[config.mk]
export PLATFORM = sky130hd
export DESIGN_NAME = mp_ooo_sweep_sram_flat
export DESIGN_NICKNAME = d
export VERILOG_FILES = /design/src/rtl/mp_ooo_sweep_sram_pkg.sv /design/src/rtl/mp_ooo_sweep_sram_if.sv /design/src/rtl/mp_ooo_sweep_sram_core.sv /design/src/rtl/mp_ooo_sweep_sram.sv /design/src/flat_wrapper.sv
export SDC_FILE = /design/constraint.sdc
export NUM_CORES = 1
export LEC_CHECK = 0
export CORE_ASPECT_RATIO = 0.9
export CORE_MARGIN = 2
export CORE_UTILIZATION = 30
export CTS_CLUSTER_SIZE = 24
export DETAILED_ROUTE_END_ITERATION = 10
export PLACE_DENSITY = 0.56
export REMOVE_ABC_BUFFERS = 1
export SLEW_MARGIN = 20
export SYNTH_ARGS = -nofsm -noshare
export SYNTH_HDL_FRONTEND = slang
export SYNTH_HIERARCHICAL = 1
export SYNTH_SLANG_ARGS = --single-unit
[constraint.sdc]
create_clock -name clk -period 7.1 [get_ports clk]
set_input_delay 0.71 -clock clk [delete_from_list [all_inputs] [get_ports clk]]
set_output_delay 0.71 -clock clk [all_outputs]
set_load 0.02 [all_outputs]
[src/rtl/mp_ooo_sweep_sram_pkg.sv]
// rtl/mp_ooo_sweep_sram_pkg.sv - shared types and sizing helpers for the sweeping 1RW SRAM
package mp_ooo_sram_pkg;

  typedef enum logic {
    SWEEP = 1'b0,
    READY = 1'b1
  } sram_state_t;

  function automatic int mask_w(input int data_width, input int mask_gran);
    return data_width / mask_gran;
  endfunction

  localparam int DEFAULT_MASK_W = mask_w(24, 8);

endpackage

[src/rtl/mp_ooo_sweep_sram_if.sv]
// rtl/mp_ooo_sweep_sram_if.sv - request/response bundle between a cache controller and the SRAM
interface mp_ooo_sweep_sram_if
  import mp_ooo_sram_pkg::*;
#(
  parameter int DATA_WIDTH = 24,
  parameter int ADDR_WIDTH = 4,
  parameter int MASK_GRAN  = 8
);

  localparam int MASK_W = mask_w(DATA_WIDTH, MASK_GRAN);

  logic                  csb;
  logic                  web;
  logic [MASK_W-1:0]     wmask;
  logic [ADDR_WIDTH-1:0] addr;
  logic [DATA_WIDTH-1:0] din;
  logic [DATA_WIDTH-1:0] dout;
  logic                  ready;
  logic                  flush;
  logic                  sweep_done;

  modport master (
    output csb, web, wmask, addr, din, flush,
    input  dout, ready, sweep_done
  );

  modport slave (
    input  csb, web, wmask, addr, din, flush,
    output dout, ready, sweep_done
  );

endinterface

[src/rtl/mp_ooo_sweep_sram_core.sv]
// rtl/mp_ooo_sweep_sram_core.sv - plain 1RW storage with slice write mask and registered read
module mp_ooo_sram_core #(
  parameter int DATA_WIDTH = 24,
  parameter int ADDR_WIDTH = 4,
  parameter int MASK_GRAN  = 8,
  parameter int MASK_W     = DATA_WIDTH / MASK_GRAN
) (
  input  logic                  clk,
  input  logic                  we,
  input  logic                  re,
  input  logic [MASK_W-1:0]     wmask,
  input  logic [ADDR_WIDTH-1:0] addr,
  input  logic [DATA_WIDTH-1:0] wdata,
  output logic [DATA_WIDTH-1:0] rdata
);

  localparam int DEPTH = 1 << ADDR_WIDTH;

  logic [DATA_WIDTH-1:0] mem [DEPTH];

  always_ff @(posedge clk) begin
    for (int i = 0; i < MASK_W; i++) begin
      if (we && wmask[i]) begin
        mem[addr][i*MASK_GRAN +: MASK_GRAN] <= wdata[i*MASK_GRAN +: MASK_GRAN];
      end
    end
    if (re) begin
      rdata <= mem[addr];
    end
  end

endmodule

[src/rtl/mp_ooo_sweep_sram.sv]
// rtl/mp_ooo_sweep_sram.sv - 1RW SRAM that writes INIT_VALUE everywhere after reset or flush
module mp_ooo_sweep_sram
  import mp_ooo_sram_pkg::*;
#(
  parameter int                    DATA_WIDTH = 24,
  parameter int                    ADDR_WIDTH = 4,
  parameter int                    MASK_GRAN  = 8,
  parameter logic [DATA_WIDTH-1:0] INIT_VALUE = '0
) (
  input  logic                 clk,
  input  logic                 rst,
  mp_ooo_sweep_sram_if.slave   bus
);

  localparam int MASK_W = mask_w(DATA_WIDTH, MASK_GRAN);
  localparam logic [ADDR_WIDTH-1:0] LAST_ADDR = '1;

  if (DATA_WIDTH % MASK_GRAN != 0) begin : g_bad_gran
    $error("DATA_WIDTH must be a multiple of MASK_GRAN");
  end

  sram_state_t           state;
  logic [ADDR_WIDTH-1:0] sweep_cnt;
  logic                  sweep_done_q;
  logic                  rd_valid;

  logic                  sweeping;
  logic                  accept;
  logic                  core_we;
  logic                  core_re;
  logic [MASK_W-1:0]     core_mask;
  logic [ADDR_WIDTH-1:0] core_addr;
  logic [DATA_WIDTH-1:0] core_wdata;
  logic [DATA_WIDTH-1:0] core_rdata;

  assign sweeping = (state == SWEEP);
  assign accept   = !sweeping && !bus.csb;

  // The sweep owns the write port outright; requests are not even looked at.
  assign core_we    = sweeping || (accept && !bus.web);
  assign core_re    = accept && bus.web;
  assign core_mask  = sweeping ? {MASK_W{1'b1}} : bus.wmask;
  assign core_addr  = sweeping ? sweep_cnt : bus.addr;
  assign core_wdata = sweeping ? INIT_VALUE : bus.din;

  mp_ooo_sram_core #(
    .DATA_WIDTH (DATA_WIDTH),
    .ADDR_WIDTH (ADDR_WIDTH),
    .MASK_GRAN  (MASK_GRAN),
    .MASK_W     (MASK_W)
  ) u_core (
    .clk   (clk),
    .we    (core_we),
    .re    (core_re),
    .wmask (core_mask),
    .addr  (core_addr),
    .wdata (core_wdata),
    .rdata (core_rdata)
  );

  always_ff @(posedge clk or posedge rst) begin
    if (rst) begin
      state        <= SWEEP;
      sweep_cnt    <= '0;
      sweep_done_q <= 1'b0;
      rd_valid     <= 1'b0;
    end else begin
      sweep_done_q <= 1'b0;
      case (state)
        SWEEP: begin
          sweep_cnt <= sweep_cnt + 1'b1;
          if (sweep_cnt == LAST_ADDR) begin
            state        <= READY;
            sweep_cnt    <= '0;
            sweep_done_q <= 1'b1;
          end
        end
        READY: begin
          if (core_re) begin
            rd_valid <= 1'b1;
          end
          if (bus.flush) begin
            state     <= SWEEP;
            sweep_cnt <= '0;
          end
        end
        default: state <= SWEEP;
      endcase
    end
  end

  // The storage read register has no reset, so dout is forced to zero until a read lands.
  assign bus.dout       = rd_valid ? core_rdata : '0;
  assign bus.ready      = (state == READY);
  assign bus.sweep_done = sweep_done_q;

endmodule

[src/flat_wrapper.sv]
// flat-port wrapper written by rule: the top's interface ports become plain ports
module mp_ooo_sweep_sram_flat import mp_ooo_sram_pkg::*;
#(
  parameter int                    DATA_WIDTH = 24,
  parameter int                    ADDR_WIDTH = 4,
  parameter int                    MASK_GRAN  = 8,
  parameter logic [DATA_WIDTH-1:0] INIT_VALUE = '0
)
  (clk, rst, bus_csb, bus_web, bus_wmask, bus_addr, bus_din, bus_flush, bus_dout, bus_ready, bus_sweep_done);
  mp_ooo_sweep_sram_if #(.DATA_WIDTH(DATA_WIDTH), .ADDR_WIDTH(ADDR_WIDTH), .MASK_GRAN(MASK_GRAN)) bus_i ();
  input  logic clk;
  input  logic rst;
  input wire logic [$bits(bus_i.csb)-1:0] bus_csb;
  input wire logic [$bits(bus_i.web)-1:0] bus_web;
  input wire logic [$bits(bus_i.wmask)-1:0] bus_wmask;
  input wire logic [$bits(bus_i.addr)-1:0] bus_addr;
  input wire logic [$bits(bus_i.din)-1:0] bus_din;
  input wire logic [$bits(bus_i.flush)-1:0] bus_flush;
  output wire logic [$bits(bus_i.dout)-1:0] bus_dout;
  output wire logic [$bits(bus_i.ready)-1:0] bus_ready;
  output wire logic [$bits(bus_i.sweep_done)-1:0] bus_sweep_done;
  assign bus_i.csb = bus_csb;
  assign bus_i.web = bus_web;
  assign bus_i.wmask = bus_wmask;
  assign bus_i.addr = bus_addr;
  assign bus_i.din = bus_din;
  assign bus_i.flush = bus_flush;
  assign bus_dout = bus_i.dout;
  assign bus_ready = bus_i.ready;
  assign bus_sweep_done = bus_i.sweep_done;
  mp_ooo_sweep_sram #(.DATA_WIDTH(DATA_WIDTH), .ADDR_WIDTH(ADDR_WIDTH), .MASK_GRAN(MASK_GRAN), .INIT_VALUE(INIT_VALUE)) u_core (.clk(clk), .rst(rst), .bus(bus_i));
endmodule
==> summary.md, run 1 <==
| Metric | Value |
|---|---|
| Status | `finished clean` |
| Placer congestion estimate | `roughly 0.71` |
| FF-to-FF Start | `u_core/bus.ready` |
| Largest area contributor in the netlist | `edfxtp_1` |
| Clock skew | `0.01049 ns` |
| Commonest cells in the synthesized netlist | `408 x edfxtp_1, 96 x mux4_2, 49 x and2_1` |
| Die area | `approximately 56,000 um^2` |
| Crit path DAT | `4.19 ns` |
| Hold-fix buffers, CTS | `0` |
| Period utilisation layout | `0.5673` |
| Unique masters post-synth | `31` |
| Max-Slew Margin vs Limit | `0.2456` |
| Clock Sink Count | `between 400 and 500` |
| First drt pass iteration count | `5` |
| Detailed placement HPWL | `22,060 um` |
| Vias in the first global route | `~8,000` |
| Grt ovf | `0` |
| Worst slew pin tran | `approximately 1.1 ns` |
| VDD IR max | `0.2864 mV` |
| Die H | `between 200 and 250 um` |
| Via density | `about 4.9` |
| Post-Layout Cell Count | `1,592` |
| Min cycle time layout | `4.028 ns` |
| Total number of vias | `7,839` |
| Final setup viols | `0` |
| Setup tns final | `0 ns` |
| Worst-case reg-to-reg path depth | `4` |
| Async SR Flop Fraction | `0.01687` |
| Mapped Area | `~16,000 um^2` |
| Resized cells post-CTS | `0` |
| Worst EP required | `~7.3 ns` |
| Total number of yosys warnings | `6` |
| Clock tree buffer depth | `3` |
| Pwr dens | `approximately 440 nW/um^2` |
| Clk pin slew, worst setup/hold paths | `around 0.060 ns` |
| CTS root buf | `clkbuf_16` |
| Max cap viols | `0` |
| # nets final | `approximately 900` |
| Post-CTS Setup Repair Bufs | `0` |
| Clock latency on the worst-skew pair | `0.55 ns` |
| Number of synthesized flops with an enable pin | `around 410` |
| Diodes inserted | `0` |
| Slew Viols, Final | `0` |
| Slowest stage cell on the critical path | `dfrtp_2` |
| Starting DRT DRC Count | `662` |
| FF+latch count, synth | `~420` |
| Post-synth top area share | `0.7604` |
| First-pass GRT wire length | `between 50,000 and 60,000 um` |
| Syn avg cell area | `about 21 um^2` |
| Core Area | `between 50,000 and 60,000 um^2` |
| Critical Setup Path Class | `reg -> reg` |
| Post-route DRC | `0` |
| CP max FO | `about 60` |
| Routed len/inst | `roughly 23 um` |
| Area contributors post-synth | `edfxtp_1 76%, mux4_2 13%, a22oi_1 2.2%` |
| Synthesis-to-layout area growth | `17.69%` |
| H-Tree Depth | `2` |
| Pleak | `between 6 and 7 nW` |
| Share of layout cells above drive strength 1 | `0.2190` |
| Row count | `80` |
| Final Util | `0.3574` |
| CP startpoint kind | `flip-flop` |
| Die width | `roughly 250 um` |
| Initial antenna violation count | `1` |
| Global Route Usage Sum | `0.1331` |
| IO Port Bufs | `61` |
| Initial core utilization | `0.3037` |
| Routed WL | `36,580 um` |
| Crit end category | `flip-flop` |
| Layout filler cell count | `slightly below 5,000` |
| Most common cell in the netlist | `edfxtp_1` |
| TritonCTS clock tree | `done` |
| Worst reg-to-reg setup slack | `3.07 ns` |
| Largest net degree at the start of global routing | `between 70 and 80` |
| CTS Buf Count | `42` |
| Dpl cells | `1,517` |
| Crit path from | `u_core/bus.ready` |
| HP Class | `in -> async` |
| RSZ-0062 raised after global routing | `false` |
| CP max stage delay | `around 0.94 ns` |
| DRT antenna net count | `0` |
| Max frequency | `roughly 0.25 GHz` |
| Ports | `between 60 and 70` |
| Register area share after synthesis | `0.7713` |
| Critical path, cell by cell | `mux2_4, buf_4, nand3_1, nor2_1` |
| Reg2reg end | `u_core/u_core/mem[15][13]` |
| Final hold violations | `0` |
| Post-Syn Instances | `780` |
| Main flop type after synthesis | `edfxtp_1` |
==> through the flow <==
step / total power, mW / hold slack, ns / worst slack [ns] / instance area, um^2
global route: 8.652 / 0.4360 / 2.849 / 18960
detailed placement: 6.201 / 0.5582 / 3.009 / 17630
CTS: 8.369 / 0.4079 / 3.034 / 18960
global placement: 6.147 / 0.5569 / 3.011 / 17610
floorplan: 5.333 / 0.4910 / 0.4857 / 15860
finish: 8.255 / 0.4227 / 3.072 / 18960
==> logic make-up after synthesis <==
logic type                 share of synthesized area
buffers and inverters                        0.01631
muxes                                         0.1363
AOI/OAI and AO/OA                            0.02617
DFF                                           0.7713
adders and majority gates                  0.0007765
and+or+nand+nor                              0.04916
==> per-layer routing <==
layer  up-vias  wire length (um)  GRT usage
li1       3356                 -          -
met1      4203             17190     0.2004
met2       239             16530     0.1971
met3        41              2318    0.02887
met4         0               542    0.02957
met5         -                 0          0
==> cells in the final DEF (no fill, tap or decap), types with 7 or more instances in the layout <==
master / instances
clkdlybuf4s50_1: 61
clkbuf_16: 43
nor3_2: 7
a22oi_1: 48
nand2_1: 38
and2_1: 49
nor3_1: 18
clkinv_1: 11
clkbuf_1: 9
edfxtp_1: 408
nor2_1: 23
nand2b_1: 9
mux4_2: 96
buf_4: 27
==> worst max path at each step <==
stage,to,slack [ns],cells after the start
after floorplan,u_core/u_core/mem[1][0],0.49,3
after global placement,u_core/u_core/mem[15][13],3.01,5
after detailed placement,u_core/u_core/mem[15][14],3.01,5
after CTS,u_core/u_core/mem[15][8],3.03,4
after global routing,u_core/u_core/rdata[5],2.85,5
final,u_core/u_core/mem[15][13],3.07,4
==> state kept, by name (all words and copies together) (netlist names) <==
| name | count |
|---|---|
| u_core/u_core/mem | 384 |
| u_core/rd_valid | 1 |
| u_core/sweep_cnt | 4 |
| u_core/bus.ready | 1 |
| u_core/u_core/rdata | 24 |
| u_core/bus.sweep_done | 1 |
==> critical path: cells and delay by family (launching register included) <==
kind	cells	cell delay, ns
and+or+nand+nor	2	1.05
muxes	1	0.77
buffers and inverters	1	0.79
DFF	1	0.94
==> layout make-up <==
| cell class | count | area [um^2] | area share |
|---|---|---|---|
| Sequential cell | 415 | 12430 | 0.6554 |
| Tap cell | 697 | 872.1 | 0.04599 |
| Clock buffer | 52 | 1110 | 0.05853 |
| Timing Repair Buffer | 88 | 813.3 | 0.04289 |
| Inverter | 2 | 7.507 | 0.0003959 |
| Multi-Input combinational cell | 315 | 3511 | 0.1852 |
| Clock inverter | 23 | 220.2 | 0.01161 |
==> where the power goes <==
part,switching [mW],leakage [nW],internal [mW]
clock network,0.893,0.652,1.26
logic,1.55,1.56,1.08
registers,0.140,3.89,3.34
Note: power is estimated with default switching activity, not from simulation.
==> inputs of run 2 (changes only) <==
PLACE_DENSITY = 0.58   (was 0.56)
clock period = 3.45 ns   (was 7.1 ns; I/O delays follow)
==> run 2 against run 1 <==
  * Setup slack worse by 2.4 ns
  * Final cell count up 2.3%
  * Sequential share of layout area down 0.65 points
  * Core utilization rose by 0.36 points
  * Sequential cell count stayed put
  * Clock skew grew 0.012 ns
  * Via count rose by 0.42%
  * Largest cell class unchanged
  * Largest power group unchanged
  * Highest routed layer unchanged
==> summary.md, run 2 (synthesis gave the netlist of run 1 again) <==
| Metric | Value |
|---|---|
| Hold-fix buffers, CTS | `0` |
| HP Class | `in -> async` |
| Initial core utilization | `0.3037` |
| First-pass GRT wire length | `approximately 53,000 um` |
| Reg with most FFs | `u_core/u_core/mem` |
| H-Tree Depth | `2` |
| Area occupied by multi-input gates | `approximately 3400 um^2` |
| Synthesis-to-layout area growth | `18.86%` |
| Fin worst setup slack | `0.6535 ns` |
| Layout filler cell count | `just under 5,000` |
| Critical Setup Path Class | `reg -> out` |
| Max-Slew Margin vs Limit | `0.3722` |
| CTS root buf | `clkbuf_16` |
| Die area | `~56,000 um^2` |
| Routed len/inst | `approximately 22 um` |
| Period utilisation layout | `0.8106` |
| Vias in the first global route | `between 8,000 and 9,000` |
| Starting DRT DRC Count | `786` |
| Commonest non-fill, non-tap cell in the layout | `edfxtp_1` |
| Slew Viols, Final | `0` |
| Post-CTS Setup Repair Bufs | `0` |
| Initial antenna violation count | `1` |
| Ports | `62` |
| Routed WL | `approximately 36,000 um` |
| Max cap viols | `0` |
| Clock Sink Count | `just over 400` |
| Min cycle time layout | `2.797 ns` |
| Pleak | `roughly 6.3 nW` |
| Register area | `12,430 um^2` |
| Clock latency on the worst-skew pair | `0.54 ns` |
| DRT antenna net count | `0` |
| CP max FO | `15` |
| Post-Layout Cell Count | `1,628` |
| Crit path DAT | `around 2.5 ns` |
| Clk pin slew, worst setup/hold paths | `~0.060 ns` |
| Final Power | `roughly 17 mW` |
| Max reg flops | `around 380` |
| Row count | `80` |
| CTS Buf Count | `41` |
| Biggest regs | `u_core/u_core/mem x384, u_core/u_core/rdata x24, u_core/sweep_cnt x4` |
| Critical path, cell by cell | `buf_4, and2_1, clkdlybuf4s50_1` |
| Largest net degree at the start of global routing | `48` |
| Core Area | `53,050 um^2` |
| IO Port Bufs | `61` |
| VDD IR max | `~0.51 mV` |
| Die width | `248.3 um` |
| Grt ovf | `0` |
| Detailed placement HPWL | `between 20,000 and 25,000 um` |
| CP max stage delay | `around 0.77 ns` |
| Worst EP required | `3.11 ns` |
| Placer congestion estimate | `0.7437` |
| # nets final | `around 940` |
| Total number of vias | `approximately 7,900` |
| Most frequent cells in the layout | `408 x edfxtp_1, 96 x mux4_2, 63 x buf_4` |
| Crit end category | `primary output` |
| Die H | `approximately 220 um` |
| CP startpoint kind | `flip-flop` |
| Via density | `approximately 4.8` |
| Resized cells post-CTS | `0` |
| Share of layout cells above drive strength 1 | `0.2460` |
| Clock skew | `0.02256 ns` |
| Pwr dens | `approximately 880 nW/um^2` |
| Post-route DRC | `0` |
| Clock tree buffer depth | `3` |
| Global Route Usage Sum | `0.1321` |
| RSZ-0062 raised after global routing | `false` |
| Dpl cells | `between 1,500 and 2,000` |
| First drt pass iteration count | `5` |
| Diodes inserted | `0` |
| Slowest stage cell on the critical path | `dfrtp_1` |
| Final setup viols | `0` |
| TritonCTS clock tree | `done` |
| Max frequency | `0.3576 GHz` |
| Pre-CTS WS | `around 0.56 ns` |
| Status | `finished clean` |
| Worst slew pin tran | `0.9417 ns` |
| Final hold violations | `0` |
==> run 2: cell types whose count changed in the layout (fill, tap and decap cells not counted), moves of 3 or more <==
| cell | before | now |
|---|---|---|
| buf_12 | 0 | 3 |
| buf_4 | 27 | 63 |
| clkbuf_1 | 9 | 6 |
| clkinv_1 | 11 | 7 |
| clkinv_2 | 6 | 12 |
| nor3_1 | 18 | 27 |
| nor3_2 | 7 | 0 |
==> run 2: area by class of cell <==
cell class	instances	area share
Clock buffer	47	0.05475
Clock inverter	25	0.01052
Inverter	2	0.0003920
Multi-Input combinational cell	315	0.1801
Sequential cell	415	0.6490
Tap cell	697	0.04554
Timing Repair Buffer	127	0.05972
==> run 2: final timing paths <==
check                      slack, ns  cells past startpoint                  endpoint           startpoint
max                             0.65                      3              bus_dout[13]      u_core/rd_valid
max reg2reg                     0.68                      8  u_core/u_core/mem[8][10]     u_core/bus.ready
min reg2reg                     0.56                      1       u_core/sweep_cnt[2]  u_core/sweep_cnt[2]
max in group asynchronous       3.16                      2          u_core/bus.ready                  rst
min                             0.05                      2       u_core/sweep_cnt[1]                  rst
min in group clk                0.45                      2       u_core/sweep_cnt[1]            bus_flush
==> run 2: worst max-delay path: cells and delay by family (launching register included) <==
| kind | cells | cell delay (ns) |
|---|---|---|
| buffers and inverters | 2 | 0.97 |
| flip-flops | 1 | 0.77 |
| AND/OR/NAND/NOR | 1 | 0.18 |
==> run 2: stage by stage <==
step	hold slack, ns	setup TNS [ns]	util	instance area, um^2
3_3_place_gp	0.5404	0	0.3374	17900
5_1_grt	0.06630	0	0.3610	19150
4_1_cts	0.04471	0	0.3610	19150
3_5_place_dp	0.5472	0	0.3374	17900
6_report	0.05153	0	0.3610	19150
2_1_floorplan	0.1484	-1033.08	-	15860
==> run 2: report_power, final <==
part           leakage (nW)  internal [mW]  switching (mW)
combinational          1.77           2.43            3.15
sequential             3.89           6.86           0.258
clock                 0.622           2.40            1.83
==> run 2: routing by layer <==
layer,wire length (um),up-vias,global-route usage
met5,0,-,0
met4,832,0,0.03763
met1,16240,4136,0.1935
met3,2463,57,0.02576
met2,16690,246,0.2000
li1,-,3433,-
==> inputs of run 3 (changes only) <==
PLACE_DENSITY = 0.56   (was 0.58)
clock period = 2.9 ns   (was 3.45 ns; I/O delays follow)
==> run 3 against run 2 <==
  * Routed wire length down 0.18%
  * Register-to-register slack worse by 0.28 ns
  * First-iteration DRC count shrank 5.5%
  * Clock-buffer cell count is 6 higher
  * Combinational power increased by 24%
==> summary.md, run 3 (synthesis gave the netlist of run 1 again) <==
| Metric | Value |
|---|---|
| Status | `finished clean` |
| Final Power | `just over 20 mW` |
| Ports | `62` |
| Final hold violations | `0` |
| Critical Setup Path Class | `reg -> out` |
| HP Start | `bus_flush` |
| Seq pwr share | `0.412` |
| Max cap viols | `0` |
| Clock power share | `0.251` |
| Worst-case reg-to-reg path depth | `7` |
| Grt ovf | `0` |
| Clock Sink Count | `between 400 and 500` |
| CP startpoint kind | `flip-flop` |
| HP Class | `in -> reg` |
| CTS Buf Count | `42` |
| Worst reg-to-reg setup slack | `0.40 ns` |
| Dpl cell area | `18,000 um^2` |
| Starting DRT DRC Count | `743` |
| Most frequent cells in the layout | `408 x edfxtp_1, 96 x mux4_2, 66 x buf_4` |
| Via density | `a little under 5` |
| Worst Hold Depth | `2` |
| Pwr dens | `around 1100 nW/um^2` |
| Pleak | `between 6 and 7 nW` |
| Commonest non-fill, non-tap cell in the layout | `edfxtp_1` |
| Row count | `80` |
| Crit end category | `primary output` |
| RSZ-0062 raised after global routing | `false` |
| Die area | `between 50,000 and 60,000 um^2` |
| Clock latency on the worst-skew pair | `0.55 ns` |
| Gate power share | `0.337` |
| Core Area | `approximately 53,000 um^2` |
| CP max FO | `16` |
| Die width | `around 250 um` |
| Biggest regs | `u_core/u_core/mem x384, u_core/u_core/rdata x24, u_core/sweep_cnt x4` |
| Slew Viols, Final | `0` |
| Final setup viols | `0` |
| Routed WL | `about 36,000 um` |
| Total number of vias | `around 7,900` |
| IO Port Bufs | `between 60 and 70` |
| Die H | `223.9 um` |
| Final Cell Area | `just under 20,000 um^2` |
| Initial core utilization | `0.3037` |
| First-pass GRT wire length | `53,390 um` |
| Clk pin slew, worst setup/hold paths | `about 0.06 ns` |
| Placer congestion estimate | `between 0.7 and 0.8` |
| Post-route DRC | `0` |
| NetSw | `between 6 and 7 mW` |
| Reg with most FFs | `u_core/u_core/mem` |
| Post-Layout Cell Count | `roughly 1,600` |
| Crit path DAT | `2.42 ns` |
| Clock tree buffer depth | `3` |
| Register area | `12,430 um^2` |
| Hold endpoint | `u_core/sweep_cnt[1]` |
| Internal | `roughly 14 mW` |
| Post-CTS Setup Repair Bufs | `0` |
| Global Route Usage Sum | `0.1313` |
| Share of layout cells above drive strength 1 | `0.2484` |
| Diodes inserted | `0` |
| Switch share | `0.3099` |
| Layout filler cell count | `4,899` |
| Min cycle time layout | `2.706 ns` |
| Vias in the first global route | `8,048` |
| Reg2reg end | `u_core/u_core/mem[15][17]` |
| Max frequency | `about 0.37 GHz` |
| Worst slew pin tran | `approximately 0.66 ns` |
| Area occupied by multi-input gates | `around 3400 um^2` |
| H-Tree Depth | `2` |
| Clock skew | `0.02187 ns` |
| DRT antenna net count | `0` |
| Largest net degree at the start of global routing | `29` |
| Synthesis-to-layout area growth | `19.87%` |
| Max reg flops | `between 300 and 400` |
| Initial antenna violation count | `1` |
| Routed len/inst | `roughly 22 um` |
| First drt pass iteration count | `5` |
| # nets final | `around 950` |
| Dpl cells | `~1,600` |
| FF-to-FF Start | `u_core/bus.ready` |
| Worst EP required | `about 2.6 ns` |
| Detailed placement HPWL | `~23,000 um` |
| Max-Slew Margin vs Limit | `0.5605` |
| CTS root buf | `clkbuf_16` |
| Setup tns final | `0 ns` |
| Period utilisation layout | `0.9331` |
| VDD IR max | `approximately 0.45 mV` |
| TritonCTS clock tree | `done` |
==> run 3: how the worst max path moves through the flow <==
stage                      from                       to  slack [ns]
6_report        u_core/rd_valid             bus_dout[23]        0.19
5_1_grt         u_core/rd_valid             bus_dout[23]         0.1
4_1_cts         u_core/rd_valid             bus_dout[23]        0.13
3_5_place_dp        bus_addr[0]  u_core/u_core/rdata[11]        0.29
3_3_place_gp        bus_addr[0]  u_core/u_core/rdata[13]        0.30
2_1_floorplan  u_core/bus.ready  u_core/u_core/mem[1][0]       -3.71
==> run 3: critical path: stages (launching register included) <==
cell,delay [ns]
dfrtp_1,0.68
buf_4,0.36
and2_1,0.18
clkdlybuf4s50_1,0.63
==> run 3: power groups by stage <==
stage | clock (mW) | sequential, mW | combinational (mW)
6_report | 5.14 | 8.45 | 6.91
5_1_grt | 5.50 | 8.54 | 7.46
4_1_cts | 5.28 | 8.46 | 7.04
3_5_place_dp | 0 | 8.58 | 7.02
3_3_place_gp | 0 | 8.55 | 6.98
2_1_floorplan | 0 | 8.38 | 3.99
==> run 3: cell type report <==
type                    instances  share of cell area
clock buffers                  53             0.05869
clock inverters                22            0.008681
inverters                       2           0.0003887
multi-input cells             315              0.1785
flip-flops and latches        415              0.6435
well taps                     697             0.04515
repair buffers                135             0.06504
==> run 3: stage by stage <==
step	hold WS [ns]	setup WS, ns	util
after global routing	0.3798	0.09652	0.3641
after global placement	0.5404	0.3009	0.3393
after floorplan	0.09340	-3.714	-
after CTS	0.3481	0.1283	0.3641
after detailed placement	0.5644	0.2862	0.3393
final	0.3655	0.1941	0.3641
==> run 3: per-layer routing <==
metal / routed length (um) / GRT usage / vias up
met4: 457 / 0.02535 / 0
li1: - / - / 3452
met2: 16560 / 0.2004 / 264
met1: 16810 / 0.1960 / 4164
met5: 0 / 0 / -
met3: 2336 / 0.02564 / 42
==> run 3: repair_timing <==
action / 4_1_cts / 5_1_grt
hold endpoints to repair: 7 / 0
resized for setup: 0 / 0
hold buffers: 1 / 0
